File: config.mk
export PLATFORM = sky130hd
export DESIGN_NAME = pll_dyn_ctrl_flat
export DESIGN_NICKNAME = d
export VERILOG_FILES = /design/src/rtl/pll_dyn_ctrl_if.sv /design/src/rtl/pll_dyn_ctrl.sv /design/src/flat_wrapper.sv
export SDC_FILE = /design/constraint.sdc
export NUM_CORES = 1
export LEC_CHECK = 0
export ABC_AREA = 1
export CORE_ASPECT_RATIO = 1.4
export CORE_MARGIN = 1
export CORE_UTILIZATION = 40
export DETAILED_ROUTE_END_ITERATION = 8
export GPL_ROUTABILITY_DRIVEN = 0
export PLACE_DENSITY = 0.65
export SYNTH_ARGS = -nofsm -noshare
export SYNTH_HDL_FRONTEND = slang
export SYNTH_SLANG_ARGS = --single-unit
File: constraint.sdc
create_clock -name clk -period 3.3 [get_ports clk]
set_clock_uncertainty 0.05 [all_clocks]
set_input_delay 0.66 -clock clk [delete_from_list [all_inputs] [get_ports clk]]
set_output_delay 0.66 -clock clk [all_outputs]
set_load 0.005 [all_outputs]
File: src/rtl/pll_dyn_ctrl_if.sv
// Control/status bundle between the PLL controller and its user/rPLL.
interface pll_dyn_ctrl_if;
  logic       req_valid;
  logic [2:0] req_sel;
  logic       req_ready;
  logic       pll_lock;
  logic       pll_reset;
  logic [5:0] idsel;
  logic [5:0] fbdsel;
  logic [5:0] odsel;
  logic [2:0] cur_sel;
  logic       locked;
  logic       done;
  logic       err;
  logic       lock_lost;

  // Requester / PLL side
  modport master (
    output req_valid, req_sel, pll_lock,
    input  req_ready, pll_reset, idsel, fbdsel, odsel, cur_sel,
           locked, done, err, lock_lost
  );

  // Controller side
  modport slave (
    input  req_valid, req_sel, pll_lock,
    output req_ready, pll_reset, idsel, fbdsel, odsel, cur_sel,
           locked, done, err, lock_lost
  );
endinterface

File: src/rtl/pll_dyn_ctrl.sv
// Dynamic rPLL reconfiguration: applies a divider preset, pulses the PLL
// reset, then waits for a debounced lock or a timeout.
module pll_dyn_ctrl #(
  parameter int unsigned RST_CYCLES   = 16,
  parameter int unsigned LOCK_STABLE  = 8,
  parameter int unsigned LOCK_TIMEOUT = 65535,
  parameter int unsigned INIT_SEL     = 0
) (
  input  logic           clk,
  input  logic           rst,
  pll_dyn_ctrl_if.slave  bus
);

  localparam int unsigned SEL_W = 3;
  localparam int unsigned DIV_W = 6;
  localparam int unsigned ODS_W = DIV_W + 1;
  localparam int unsigned ENC_W = 3 * DIV_W;
  localparam int unsigned CNT_W = 8;
  localparam int unsigned TMO_W = 16;

  typedef enum logic [1:0] {
    S_IDLE  = 2'd0,
    S_APPLY = 2'd1,
    S_PRST  = 2'd2,
    S_WAIT  = 2'd3
  } state_t;

  // Preset table -> {idsel, fbdsel, odsel} as the rPLL dynamic ports expect
  function automatic logic [ENC_W-1:0] f_encode(input logic [SEL_W-1:0] sel);
    logic [DIV_W-1:0] v_idiv;
    logic [DIV_W-1:0] v_fbdiv;
    logic [DIV_W-1:0] v_odiv;
    v_idiv  = '0;
    v_fbdiv = '0;
    v_odiv  = '0;
    case (sel)
      3'd0: begin v_idiv = 6'd8; v_fbdiv = 6'd33; v_odiv = 6'd8;  end
      3'd1: begin v_idiv = 6'd0; v_fbdiv = 6'd2;  v_odiv = 6'd8;  end
      3'd2: begin v_idiv = 6'd8; v_fbdiv = 6'd16; v_odiv = 6'd8;  end
      3'd3: begin v_idiv = 6'd3; v_fbdiv = 6'd10; v_odiv = 6'd8;  end
      3'd4: begin v_idiv = 6'd1; v_fbdiv = 6'd2;  v_odiv = 6'd16; end
      3'd5: begin v_idiv = 6'd8; v_fbdiv = 6'd49; v_odiv = 6'd4;  end
      3'd6: begin v_idiv = 6'd8; v_fbdiv = 6'd7;  v_odiv = 6'd32; end
      3'd7: begin v_idiv = 6'd7; v_fbdiv = 6'd2;  v_odiv = 6'd48; end
    endcase
    return {~v_idiv, ~v_fbdiv, DIV_W'(ODS_W'(64) - ODS_W'(v_odiv >> 1))};
  endfunction

  state_t             r_state, w_next;
  logic               r_sync1, r_lock_s;
  logic [CNT_W-1:0]   r_cnt, w_cnt;
  logic [CNT_W-1:0]   r_stab, w_stab;
  logic [TMO_W-1:0]   r_tmo, w_tmo;
  logic [SEL_W-1:0]   r_cur_sel, w_cur_sel;
  logic [ENC_W-1:0]   r_enc, w_enc;
  logic               r_pll_reset, w_pll_reset;
  logic               r_req_ready, w_req_ready;
  logic               r_locked, w_locked;
  logic               r_done, w_done;
  logic               r_err, w_err;
  logic               r_lost, w_lost;
  logic               w_stable_hit, w_timeout;

  assign w_stable_hit = r_lock_s && (r_stab == CNT_W'(LOCK_STABLE - 1));
  assign w_timeout    = (r_tmo == TMO_W'(LOCK_TIMEOUT - 1));

  // Two-flop synchroniser for the asynchronous PLL lock
  always_ff @(posedge clk or posedge rst) begin
    if (rst) begin
      r_sync1  <= 1'b0;
      r_lock_s <= 1'b0;
    end else begin
      r_sync1  <= bus.pll_lock;
      r_lock_s <= r_sync1;
    end
  end

  // State register; reset lands in APPLY so the init preset runs unprompted
  always_ff @(posedge clk or posedge rst) begin
    if (rst) r_state <= S_APPLY;
    else     r_state <= w_next;
  end

  // Next-state logic
  always_comb begin
    w_next = r_state;
    case (r_state)
      S_IDLE:  if (bus.req_valid) w_next = S_APPLY;
      S_APPLY: w_next = S_PRST;
      S_PRST:  if (r_cnt == CNT_W'(RST_CYCLES - 1)) w_next = S_WAIT;
      S_WAIT:  if (w_stable_hit || w_timeout) w_next = S_IDLE;
      default: w_next = S_IDLE;
    endcase
  end

  // Next values of counters and registered outputs
  always_comb begin
    w_cnt       = '0;
    w_stab      = '0;
    w_tmo       = '0;
    w_cur_sel   = r_cur_sel;
    w_enc       = r_enc;
    w_locked    = r_locked;
    w_done      = 1'b0;
    w_err       = 1'b0;
    w_lost      = 1'b0;
    w_pll_reset = (w_next == S_APPLY) || (w_next == S_PRST);
    w_req_ready = (w_next == S_IDLE);
    case (r_state)
      S_IDLE: begin
        if (r_locked && !r_lock_s) begin
          w_lost   = 1'b1;
          w_locked = 1'b0;
        end
        if (w_next == S_APPLY) begin
          w_cur_sel = bus.req_sel;
          w_enc     = f_encode(bus.req_sel);
          w_locked  = 1'b0;
        end
      end
      // APPLY is the first of the RST_CYCLES reset cycles
      S_APPLY: w_cnt = CNT_W'(1);
      S_PRST: begin
        if (w_next == S_PRST) w_cnt = r_cnt + CNT_W'(1);
      end
      S_WAIT: begin
        if (w_stable_hit) begin
          w_done   = 1'b1;
          w_locked = 1'b1;
        end else if (w_timeout) begin
          w_err    = 1'b1;
          w_locked = 1'b0;
        end else begin
          w_stab = r_lock_s ? (r_stab + CNT_W'(1)) : '0;
          w_tmo  = r_tmo + TMO_W'(1);
        end
      end
      default: ;
    endcase
  end

  // Counter and output registers
  always_ff @(posedge clk or posedge rst) begin
    if (rst) begin
      r_cnt       <= '0;
      r_stab      <= '0;
      r_tmo       <= '0;
      r_cur_sel   <= SEL_W'(INIT_SEL);
      r_enc       <= f_encode(SEL_W'(INIT_SEL));
      r_pll_reset <= 1'b1;
      r_req_ready <= 1'b0;
      r_locked    <= 1'b0;
      r_done      <= 1'b0;
      r_err       <= 1'b0;
      r_lost      <= 1'b0;
    end else begin
      r_cnt       <= w_cnt;
      r_stab      <= w_stab;
      r_tmo       <= w_tmo;
      r_cur_sel   <= w_cur_sel;
      r_enc       <= w_enc;
      r_pll_reset <= w_pll_reset;
      r_req_ready <= w_req_ready;
      r_locked    <= w_locked;
      r_done      <= w_done;
      r_err       <= w_err;
      r_lost      <= w_lost;
    end
  end

  assign bus.req_ready = r_req_ready;
  assign bus.pll_reset = r_pll_reset;
  assign bus.idsel     = r_enc[ENC_W-1 -: DIV_W];
  assign bus.fbdsel    = r_enc[2*DIV_W-1 -: DIV_W];
  assign bus.odsel     = r_enc[DIV_W-1:0];
  assign bus.cur_sel   = r_cur_sel;
  assign bus.locked    = r_locked;
  assign bus.done      = r_done;
  assign bus.err       = r_err;
  assign bus.lock_lost = r_lost;

endmodule
File: src/flat_wrapper.sv
// flat-port wrapper written by rule: the top's interface ports become plain ports
module pll_dyn_ctrl_flat 
#(
  parameter int unsigned RST_CYCLES   = 16,
  parameter int unsigned LOCK_STABLE  = 8,
  parameter int unsigned LOCK_TIMEOUT = 65535,
  parameter int unsigned INIT_SEL     = 0
)
  (clk, rst, bus_req_valid, bus_req_sel, bus_pll_lock, bus_req_ready, bus_pll_reset, bus_idsel, bus_fbdsel, bus_odsel, bus_cur_sel, bus_locked, bus_done, bus_err, bus_lock_lost);
  pll_dyn_ctrl_if bus_i ();
  input  logic clk;
  input  logic rst;
  input wire logic [$bits(bus_i.req_valid)-1:0] bus_req_valid;
  input wire logic [$bits(bus_i.req_sel)-1:0] bus_req_sel;
  input wire logic [$bits(bus_i.pll_lock)-1:0] bus_pll_lock;
  output wire logic [$bits(bus_i.req_ready)-1:0] bus_req_ready;
  output wire logic [$bits(bus_i.pll_reset)-1:0] bus_pll_reset;
  output wire logic [$bits(bus_i.idsel)-1:0] bus_idsel;
  output wire logic [$bits(bus_i.fbdsel)-1:0] bus_fbdsel;
  output wire logic [$bits(bus_i.odsel)-1:0] bus_odsel;
  output wire logic [$bits(bus_i.cur_sel)-1:0] bus_cur_sel;
  output wire logic [$bits(bus_i.locked)-1:0] bus_locked;
  output wire logic [$bits(bus_i.done)-1:0] bus_done;
  output wire logic [$bits(bus_i.err)-1:0] bus_err;
  output wire logic [$bits(bus_i.lock_lost)-1:0] bus_lock_lost;
  assign bus_i.req_valid = bus_req_valid;
  assign bus_i.req_sel = bus_req_sel;
  assign bus_i.pll_lock = bus_pll_lock;
  assign bus_req_ready = bus_i.req_ready;
  assign bus_pll_reset = bus_i.pll_reset;
  assign bus_idsel = bus_i.idsel;
  assign bus_fbdsel = bus_i.fbdsel;
  assign bus_odsel = bus_i.odsel;
  assign bus_cur_sel = bus_i.cur_sel;
  assign bus_locked = bus_i.locked;
  assign bus_done = bus_i.done;
  assign bus_err = bus_i.err;
  assign bus_lock_lost = bus_i.lock_lost;
  pll_dyn_ctrl #(.RST_CYCLES(RST_CYCLES), .LOCK_STABLE(LOCK_STABLE), .LOCK_TIMEOUT(LOCK_TIMEOUT), .INIT_SEL(INIT_SEL)) u_core (.clk(clk), .rst(rst), .bus(bus_i));
endmodule
== Word-level counts from Yosys, hierarchy flattened ==
Memory sizes are Yosys's and may differ from the RTL's.
Cells that the tools add are included.

* Add/sub/neg operators: 4
* Eq/ne operators: 10
* Multiplexer cells: 27
* Bitwise logic cells: 2
* Reductions and logical operators: 10

{| class="wikitable"
|+ Operators with widths
! operator !! count
|-
| $mux 16 || 3
|-
| $mux 8 || 5
|-
| $mux 18 || 2
|-
| $add 16x1->16 const B || 1
|-
| $add 8x1->8 const B || 2
|-
| $eq 16x16->1 const B || 1
|-
| $pmux 8 s2 || 1
|-
| $not 6->6 || 2
|-
| $mux 1 || 11
|-
| $eq 8x3->1 const B || 1
|-
| $eq 8x4->1 const B || 1
|-
| $pmux 2 s4 || 1
|-
| $eq 2x2->1 const B || 3
|-
| $mux 2 || 3
|-
| $ne 3x1->1 const B || 2
|-
| $sub 1x5->6 const A || 1
|-
| $eq 2x1->1 const B || 2
|-
| $logic_not 2->1 || 2
|-
| $reduce_and 3->1 || 1
|-
| $logic_and 1x1->1 || 2
|-
| $logic_or 1x1->1 || 2
|-
| $pmux 1 s2 || 1
|-
| $reduce_and 2->1 || 1
|-
| $reduce_bool 2->1 || 1
|-
| $logic_not 1->1 || 1
|}

* Bits in registers: 63
* ROM bits: 112
* Input port bits: 7
* Output and inout port bits: 27
* Logic and storage cells: 68
* Memories: 1

{| class="wikitable"
|+ Memory list
! memory !! depth !! width !! read ports !! clocked after memory_dff !! write ports !! RTL line !! RTL
|-
| (name not given) || 8 || 14 || 1 || 0 || 0 || pll_dyn_ctrl.sv:36 || <nowiki>case (sel)</nowiki>
|}

== Longest topological paths before layout ==
Gate-level depths: netlist of the first run.

* Depth after elaboration: 9
* Gate-level depth with buffers: 19
* Depth with buffers taken out: 18

== Worst setup path after synthesis of the first run ==
Ideal clock, no wire load.

* Kind: reg2reg
* From: register u_core.r_state[0]
* To: register u_core.r_enc[1]
* Setup time: 0.126 ns
* Arrival: 2.044 ns
* Required time: 3.124 ns
* Path slack: 1.080 ns
* Stages on the path, launching flop included: 13
* Buffers on the path: 2
* Period minus slack after synthesis: 2.220 ns
* Cells stage by stage: dfstp_2 inv_1 ha_1 inv_1 or2_2 nor2_1 a21oi_1 ha_1 nand2_1 buf_2 buf_1 nand2_1 o21ai_0

* Longest elaborated chain between the ends: 4
* Elaborated cells on any way between the ends: 10
* Those cells by class: eq/ne: 4; mux: 4; reduce/logical: 2

{| class="wikitable"
|+ RTL lines
! what !! RTL line !! RTL
|-
| start: declaration || pll_dyn_ctrl.sv:49 || <nowiki>state_t r_state, w_next;</nowiki>
|-
| start signal: assignment || pll_dyn_ctrl.sv:81 || <nowiki>else r_state <= w_next;</nowiki>
|-
| $eq 2x2->1 (tied with other cells) || pll_dyn_ctrl.sv:87 || <nowiki>case (r_state)</nowiki>
|-
| $pmux 2 s4 || pll_dyn_ctrl.sv:87 ||
|-
| $eq 2x1->1 || pll_dyn_ctrl.sv:115 || <nowiki>if (w_next == S_APPLY) begin</nowiki>
|-
| $reduce_and 2->1 (no line) * || n/a ||
|-
| end signal: assignment || pll_dyn_ctrl.sv:149 || <nowiki>r_enc <= f_encode(SEL_W'(INIT_SEL));</nowiki>
|-
| end signal: assignment || pll_dyn_ctrl.sv:161 || <nowiki>r_enc <= w_enc;</nowiki>
|-
| end: declaration || pll_dyn_ctrl.sv:55 || <nowiki>logic [ENC_W-1:0] r_enc, w_enc;</nowiki>
|}

Mark *: on every way between the ends. The rest lies on a longest branch, timed or not.
A chain may end at the register's enable or synchronous reset.

== Worst setup path after layout of the first run ==
Ends and elaborated chain as after synthesis.

==> impl_results.md, run 1 <==
- CP endpoint: u_core.r_enc[1]$_DFFE_PP0P_
- Count of flip-flops with a built-in enable after synthesis: 0
- CTS tree: yes
- Syn. warnings: 0
- Clk sinks: 60
- # hold bufs at CTS: 0
- N_diodes: 0
- Post-synth top flop: dfrtp_1
- Final setup fails: 0
- Hold crit path type: flip-flop to flip-flop
- Crit-path cells: inv_1, ha_1, inv_1, or2_2, nor2_1, a21oi_1, ha_1, nand2_1, buf_4, nor2_1, inv_1, o21ai_0
- GRT Residual Overflow: 0
- H-tree levels: 3
- Clock buffer depth: 2
- Critical Path Start: u_core.r_state[0]$_DFF_PP1_
- Worst EP arrival: 2.77 ns
- Crit-path slowest cell: dfstp_2
- RR Endpoint: u_core.r_enc[1]$_DFFE_PP0P_
- Initial antenna violation count: 0
- R2r worst-path depth: 12
- Worst vdd ir: 0.282 mV
- Die X-Extent: 75.3 µm
- Layout cell share with drive strength beyond 1: 17.5%
- LEAKAGE: 1.72 nW
- Most frequent cell after synthesis: nand2_1
- Dpl hpwl: roughly 4200 µm
- Cells after DPL: 470
- Chip height: 105 µm
- Drt wl/cell: 11.7 µm
- Final nets: between 400 and 500
- Vias per std cell: about 4.7
- Setup TNS: 0 ns
- Fmax: slightly below 400 MHz
- DRT iter0 DRCs: 112
- Hold Startpoint: u_core.r_sync1$_DFF_PP0_
- Final Critical Period: between 2 and 3 ns
- Num ports: 34
- Inserted Clock Buffers: 9
- Outcome: finished clean
- Max Cap Viol: 0
- Syn avg cell area: ~8.7 µm²
- First-pass GRT wire length: 9830 µm
- Via count: 2261
- Gr usage total: between 15 and 20%
- Max FO, Critical Path: 20
- RSZ-0062 raised after global routing: false
- Seq/Total Area, Yosys: around half
- Starting Density: 41.1%
- Die area: 7870 µm²
- Tcrit/Tclk final: slightly below 80%
- # DRC: 0
- CORE AREA: 7310 µm²
- TritonRoute pass-1 iters: 4
- Critical path required time: 3.52 ns
- Worst-Skew Late Latency: approximately 0.34 ns
- Final Max Tran Viols: 0
- Clock slew seen by the registers of the worst setup and hold paths: 0.07 ns
- Vias in the first global route: 2281
- Rows: 37
- Cell Pwr Density: 744 nW/µm²
- Non-filler cells, final: 486
- Synth async-reset ratio: 100%
- CP most frequent cell: inv_1
- Port Buffers: 30
- Reg-to-reg startpoint: u_core.r_state[0]$_DFF_PP1_
- Share of the synthesized area in the top cell type: 39.1%
- Distinct cells, synth: 35
- CP max stage delay: a little under 0.6 ns
- Routed Antenna Nets: 0
- Detailed Route WL: ~5700 µm
- Yosys top cell by area: dfrtp_1
- Setup crit start kind: flip-flop
- Post-CTS repair timing setup buffer count: 0
- Post-synth design cell area: 3010 µm²
- Reg2reg setup slack: ~0.75 ns
- Top cells by count, synth: 69 x nand2_1, 58 x nor2_1, 47 x dfrtp_1, 37 x inv_1, 16 x ha_1
- #FFs+latches synth: 60
- Clock root cell: clkbuf_8
- Endpoint type of the worst setup path: flip-flop
- Synth area leaders: dfrtp_1 39%, dfstp_2 11%, nand2_1 8.6%
- Critical path class: flip-flop to flip-flop
- Post-Syn Instances: 345
- Post-cts repair resize count: 0
- Fin. Hold Viols: 0
- Area Growth Syn to Fin: 21.0%
- Largest net degree at the start of global routing: 23
-- flip-flops by register name, indices dropped and copies added, names as in the netlist --
name	cells
u_core.bus.req_ready	1
u_core.bus.done	1
u_core.r_tmo	16
u_core.r_lock_s	1
u_core.r_state	2
u_core.r_enc	15
u_core.bus.pll_reset	1
u_core.r_sync1	1
u_core.bus.lock_lost	1
u_core.bus.locked	1
u_core.bus.cur_sel	3
u_core.r_cnt	8
u_core.bus.err	1
u_core.r_stab	8
-- per-layer routing --
layer	vias up	routed length (µm)	global-route usage [%]	part of all wire, %
met5	-	0	0	0
met4	0	122	7.54	2.2
met3	11	165	3.76	2.9
met2	33	2970	28.3	52
met1	1066	2410	19.5	43
li1	1151	-	-	-
-- cells in the final DEF (no fill, tap or decap), types with 2 or more instances in the layout --
master,synthesis,layout
buf_4,3,3
o21ai_0,9,9
nand2_1,69,69
inv_1,37,36
nor2_4,2,2
a21oi_1,11,11
xnor2_1,3,3
nand2_2,7,7
a21o_1,2,2
clkdlybuf4s50_1,0,30
clkinv_2,0,2
xor2_1,6,6
nand4_1,4,4
dfstp_2,13,13
clkbuf_8,0,12
dfrtp_1,47,47
ha_1,16,16
nor2_2,8,8
bufinv_16,0,2
nor3_2,3,3
nor2_1,58,58
nand3_1,12,12
nor3b_1,3,3
inv_2,9,10
nor3_1,7,7
nand2_4,2,2
conb_1,2,3
-- kinds of logic after synthesis --
| group | after synthesis | synth area share [%] |
|---|---|---|
| adders and majority gates | 16 | 6.66 |
| other | 2 | 0.250 |
| DFF | 60 | 50.5 |
| AOI/OAI and AO/OA | 27 | 5.08 |
| and+or+nand+nor | 178 | 27.2 |
| xor gates and xnor gates | 9 | 2.62 |
| buffers and inverters | 53 | 7.66 |
-- power breakdown --
| group | total [W] | switching (W) | internal [W] | leakage (nW) |
|---|---|---|---|---|
| sequential | 0.00104 | 0.0000948 | 0.000944 | 0.772 |
| clock | 0.000769 | 0.000285 | 0.000484 | 0.122 |
| combinational | 0.000899 | 0.000479 | 0.000419 | 0.828 |
| total | 0.00271 | 0.000859 | 0.00185 | 1.72 |
-- worst max-delay path, delay by kind of cell, from the launching register on --
kind	cells	cell delay (ns)
flops	1	0.58
buf+inv	4	0.58
simple gates	4	0.53
fa+ha+maj	2	0.42
compound gates	2	0.32
-- metrics by stage --
stage	power [W]	util, %	setup slack (ns)	hold slack (ns)	area (µm²)
2_1_floorplan	0.00158	-	1.08	0.281	3010
4_1_cts	0.00275	49.7	0.772	0.309	3640
3_5_place_dp	0.00197	46.5	0.755	0.295	3400
5_1_grt	0.00290	49.7	0.551	0.332	3640
3_3_place_gp	0.00193	46.5	0.781	0.282	3400
6_report	0.00271	49.7	0.748	0.305	3640
-- worst min path at each step --
stage / slack (ns) / cells past startpoint / endpoint
floorplan: 0.28 / 0 / u_core.r_lock_s$_DFF_PP0_
global placement: 0.28 / 0 / u_core.r_lock_s$_DFF_PP0_
detailed placement: 0.29 / 0 / u_core.r_lock_s$_DFF_PP0_
CTS: 0.31 / 0 / u_core.r_lock_s$_DFF_PP0_
global route: 0.33 / 0 / u_core.r_lock_s$_DFF_PP0_
finish: 0.31 / 0 / u_core.r_lock_s$_DFF_PP0_
-- cell type report --
class,instances,area (µm²)
inverter,47,179
clock buffer,12,165
timing repair buffer,33,323
fill,732,3680
tap,97,121
clock inverter,4,70.1
sequential,60,1520
multi-input combinational,233,1260
Note: power is estimated with default switching activity, not from simulation.
==> run 2, diff against run 1 <==
- PLACE_DENSITY: 0.65 -> 0.67
- clock period: 3.3 -> 2.3 ns (I/O delays scaled with it)
==> impl_results.md, run 2 (same netlist as run 1, synthesis figures left out) <==
- Via count: 2358
- Initial antenna violation count: 0
- Crit-path cells: buf_4, ha_1, inv_1, nor2_4, nand2_4, nand3_4, nand2_1, nand2_1, ha_2, nand2_4, buf_6, a21oi_2, o21ai_0, nand2_1
- Port Buffers: 30
- Detailed Route WL: 6160 µm
- # DRC: 2
- Worst slack at placement: -0.0561 ns
- Reg-to-reg startpoint: u_core.r_state[0]$_DFF_PP1_
- Max FO, Critical Path: 6
- Worst EP arrival: between 2 and 2.5 ns
- Gr usage total: 17.3%
- Hold crit path type: flip-flop to flip-flop
- Routed Antenna Nets: 0
- Cell Pwr Density: 1090 nW/µm²
- Drt wl/cell: 12.2 µm
- Area Growth Syn to Fin: 30.3%
- Max Cap Viol: 0
- Cells after DPL: around 480
- Worst-Skew Late Latency: 0.34 ns
- Dpl hpwl: around 4300 µm
- Final Critical Period: 2.19 ns
- P_sw: 0.00140 W
- Most frequent cells in the layout: 65 x nand2_1, 53 x nor2_1, 46 x dfrtp_1, 33 x inv_1, 30 x clkdlybuf4s50_1
- Hold path depth: 0
- Setup WS post-layout: 0.107 ns
- Final setup fails: 0
- First-pass GRT wire length: around 10000 µm
- GRT Residual Overflow: 0
- Die area: 7870 µm²
- CORE AREA: between 7000 and 8000 µm²
- Starting Density: 41.1%
- Fillcell total: 699
- N_diodes: 0
- Chip height: 105 µm
- Tcrit/Tclk final: 95.3%
- R2r worst-path depth: 14
- Clock root cell: clkbuf_8
- Rows: 37
- Regs by FF count: u_core.r_tmo: 16 flops, u_core.r_enc: 15 flops
- Combinational power share: 40.2%
- CTS tree: yes
- Endpoint type of the worst setup path: flip-flop
- Max FFs per register: 16
- Failing checks: DRC
- Clock buffer depth: 2
- Layout cell share with drive strength beyond 1: a little over a quarter
- CP max stage delay: 0.59 ns
- Reg2reg setup slack: 0.11 ns
- Switching portion of total power: 32.8%
- Non-filler cells, final: 506
- Pint: 0.00287 W
- Tot Pwr: 0.00426 W
- Crit-path slowest cell: dfstp_2
- TritonRoute pass-1 iters: 6
- Final Max Tran Viols: 0
- Final nets: 427
- DRT iter0 DRCs: 144
- CP most frequent cell: nand2_1
- Critical Path Start: u_core.r_state[0]$_DFF_PP1_
- Largest Register: u_core.r_tmo
- Most common cell after layout, fill and taps aside: nand2_1
- Inserted Clock Buffers: 9
- Fin. Hold Viols: 0
- LEAKAGE: 1.83 nW
- Critical path required time: 2.54 ns
- Outcome: finished, violations left
- Worst vdd ir: roughly 0.57 mV
- Hold Startpoint: u_core.r_sync1$_DFF_PP0_
- Vias in the first global route: roughly 2400
- Fmax: 456 MHz
- Critical path class: flip-flop to flip-flop
- Die X-Extent: 75.3 µm
- Clock slew seen by the registers of the worst setup and hold paths: 0.07 ns
- # hold bufs at CTS: 0
- Setup crit start kind: flip-flop
- Clk sinks: 60
- Vias per std cell: 4.66
- Largest net degree at the start of global routing: between 60 and 70
- Clock Power Share: 24.7%
- Num ports: 34
- H-tree levels: 3
- Part of the power in registers: 35.0%
run 2: cell count changes in the layout (fill, tap and decap cells not counted), sizes merged:
cell / change
buf: +20
clkinv: -1
clkinvlp: +1
run 2: repair_timing:
item,4_1_cts,5_1_grt
pin swaps,0,15
buffers inserted,0,9
endpoints found under the setup margin,7,26
gates resized for setup,2,37
run 2: through the flow:
step                setup TNS, ns  hold WS, ns  area (µm²)  util, %
floorplan                       0        0.281        3010        -
global placement                0        0.286        3500     47.8
detailed placement         -0.148        0.286        3500     47.8
CTS                             0        0.300        3720     50.9
global route               -0.162        0.307        3920     53.5
finish                          0        0.299        3920     53.5
run 2: layout make-up:
class                   instances  area (µm²)  share of cell area, %
clock buffers                  12         145                   3.71
clock inverters                 4        72.6                   1.85
inverters                      47         181                   4.63
multi-input cells             233        1380                   35.1
flip-flops and latches         60        1520                   38.8
well taps                      97         121                   3.10
repair buffers                 53         500                   12.8
run 2: power groups by stage:
stage               logic (W)  registers (W)  clock network (W)
finish                0.00171        0.00149            0.00105
global route          0.00192        0.00152            0.00111
CTS                   0.00146        0.00149            0.00107
detailed placement    0.00143        0.00151                  0
global placement      0.00140        0.00150                  0
floorplan            0.000764        0.00150                  0
run 2: path summary, 6_finish.rpt:
path | end
worst max-delay path | u_core.r_enc[15]$_DFFE_PP0P_
worst min-delay path | u_core.r_lock_s$_DFF_PP0_
worst max register to register | u_core.r_enc[15]$_DFFE_PP0P_
worst min register to register | u_core.r_lock_s$_DFF_PP0_
max in group asynchronous | u_core.r_state[0]$_DFF_PP1_
min in group asynchronous | u_core.bus.cur_sel[1]$_DFFE_PP0P_
run 2: layer usage:
metal	vias to the layer above	part of all wire (%)	track usage [%]
met5	-	0	0
met4	0	1.9	8.99
met3	12	3.5	4.53
met2	36	55	29.5
met1	1124	40	19.1
li1	1186	-	-
run 2: critical path: cells and delay by family, from the launching register on:
kind | cells | cell delay, ns
buffers and inverters | 3 | 0.34
and+or+nand+nor | 7 | 0.56
AOI/OAI and AO/OA | 2 | 0.22
adders and majority gates | 2 | 0.36
DFF | 1 | 0.59
==> run 3, diff against run 2 <==
- SETUP_SLACK_MARGIN: unset -> 0.3
==> impl_results.md, run 3 (same netlist as run 1, synthesis figures left out) <==
- # DRC: 0
- Max FFs per register: 16
- Cell Pwr Density: 1120 nW/µm²
- Area Growth Syn to Fin: 35.1%
- Vias per std cell: 4.61
- Via count: 2350
- Fmax: about 500 MHz
- Crit-path cells: inv_2, ha_4, nand2_2, inv_2, nand2_2, nor2_2, nand2_2, nand3_2, nand2_2, a21oi_4, ha_4, nand2_8, buf_6, o21ai_2, o31ai_1, nand2_1
- Clk sinks: 60
- Die X-Extent: 75.3 µm
- Max Cap Viol: 0
- Chip height: 105 µm
- Critical path class: flip-flop to flip-flop
- Final Core Density: 55.5%
- Regs by FF count: u_core.r_tmo: 16 flops, u_core.r_enc: 15 flops
- Vias in the first global route: 2291
- LEAKAGE: 1.85 nW
- Register area: 1520 µm²
- Initial antenna violation count: 0
- Clock root cell: clkbuf_8
- Multi-input gate area: 1500 µm²
- Clock buffer depth: 2
- CP max stage delay: 0.40 ns
- H-tree levels: 3
- Setup TNS: 0 ns
- Final setup fails: 0
- N_diodes: 0
- RSZ-0062 raised after global routing: true
- Hold crit path type: flip-flop to flip-flop
- GRT Residual Overflow: 0
- Reg2reg setup slack: 0.26 ns
- TritonRoute pass-1 iters: 4
- Worst EP arrival: 2.27 ns
- Largest net degree at the start of global routing: 61
- Tcrit/Tclk final: 88.8%
- Setup crit start kind: flip-flop
- DRT iter0 DRCs: 85
- CP most frequent cell: nand2_2
- Num ports: 34
- Worst-Skew Late Latency: 0.33 ns
- Detailed Route WL: 6010 µm
- Fillcell total: 689
- Routed Antenna Nets: 0
- Drt wl/cell: about 12 µm
- Final Critical Period: 2.04 ns
- Max FO, Critical Path: 7
- Final nets: around 430
- Endpoint type of the worst setup path: flip-flop
- Most common cell after layout, fill and taps aside: nand2_1
- Starting Density: 41.1%
- Hold path depth: 0
- Outcome: finished clean
- CTS tree: yes
- Critical path required time: 2.53 ns
- Die area: 7870 µm²
- Most frequent cells in the layout: 60 x nand2_1, 48 x nor2_1, 47 x dfrtp_1, 30 x clkdlybuf4s50_1, 29 x inv_1
- Rows: 37
- Port Buffers: 30
- Worst vdd ir: 0.538 mV
- Dpl hpwl: around 4000 µm
- Layout cell share with drive strength beyond 1: 32.7%
- R2r worst-path depth: 16
- Gr usage total: 16.8%
- Largest Register: u_core.r_tmo
- Final Max Tran Viols: 0
- Hold_ws: 0.305 ns
- Inserted Clock Buffers: 9
- CORE AREA: 7310 µm²
- Crit-path slowest cell: dfrtp_1
- Clock slew seen by the registers of the worst setup and hold paths: 0.07 ns
- # hold bufs at CTS: 0
- First-pass GRT wire length: 9960 µm
- Fin. Hold Viols: 0
-- run 3: repair_timing --
item / 4_1_cts / 5_1_grt
setup buffers: 11 / 7
resized for setup: 29 / 34
pin swaps: 9 / 23
cloned: 1 / 0
setup endpoints to repair: 26 / 27
-- run 3: area by class of cell --
cell class	instances	area share (%)
Sequential cell	60	37.4
Tap cell	97	2.99
Timing Repair Buffer	57	13.1
Clock inverter	4	1.17
Multi-Input combinational cell	233	37.0
Inverter	47	4.59
Clock buffer	12	3.82
-- run 3: where the power goes --
part,switching (W),leakage (nW),internal [W]
combinational,0.00102,0.974,0.00108
clock,0.000403,0.102,0.000556
sequential,0.000137,0.772,0.00135
-- run 3: per-stage QoR --
| step | cell area [µm²] | setup WS, ns | total power, W | instances |
|---|---|---|---|---|
| global route | 4060 | 0.119 | 0.00484 | 510 |
| detailed placement | 3470 | -0.00685 | 0.00288 | 475 |
| CTS | 3890 | 0.265 | 0.00424 | 503 |
| floorplan | 3040 | 0.248 | 0.00233 | 346 |
| global placement | 3470 | 0.0754 | 0.00286 | 475 |
| finish | 4060 | 0.258 | 0.00455 | 510 |
-- run 3: path summary, 6_finish.rpt --
path,start,end
max reg2reg,u_core.r_tmo[0]$_DFF_PP0_,u_core.r_enc[4]$_DFFE_PP1P_
max,u_core.r_tmo[0]$_DFF_PP0_,u_core.r_enc[4]$_DFFE_PP1P_
min reg2reg,u_core.r_sync1$_DFF_PP0_,u_core.r_lock_s$_DFF_PP0_
max in group asynchronous,rst,u_core.r_enc[13]$_DFFE_PP1P_
min,u_core.r_sync1$_DFF_PP0_,u_core.r_lock_s$_DFF_PP0_
min in group asynchronous,rst,u_core.r_tmo[0]$_DFF_PP0_
-- run 3: routing by layer --
layer | part of all wire [%] | track usage, % | up-vias | wire length, µm
met5 | 0 | 0 | - | 0
met4 | 2.3 | 7.14 | 0 | 136
met3 | 2.8 | 3.76 | 13 | 166
met2 | 53 | 27.9 | 33 | 3190
met1 | 42 | 20.4 | 1114 | 2520
li1 | - | - | 1190 | -
-- run 3: worst max-delay path: cells and delay by family, from the launching register on --
family | cells | cell delay (ns)
compound gates | 3 | 0.37
simple gates | 8 | 0.55
buf+inv | 3 | 0.28
fa+ha+maj | 2 | 0.32
flops | 1 | 0.40
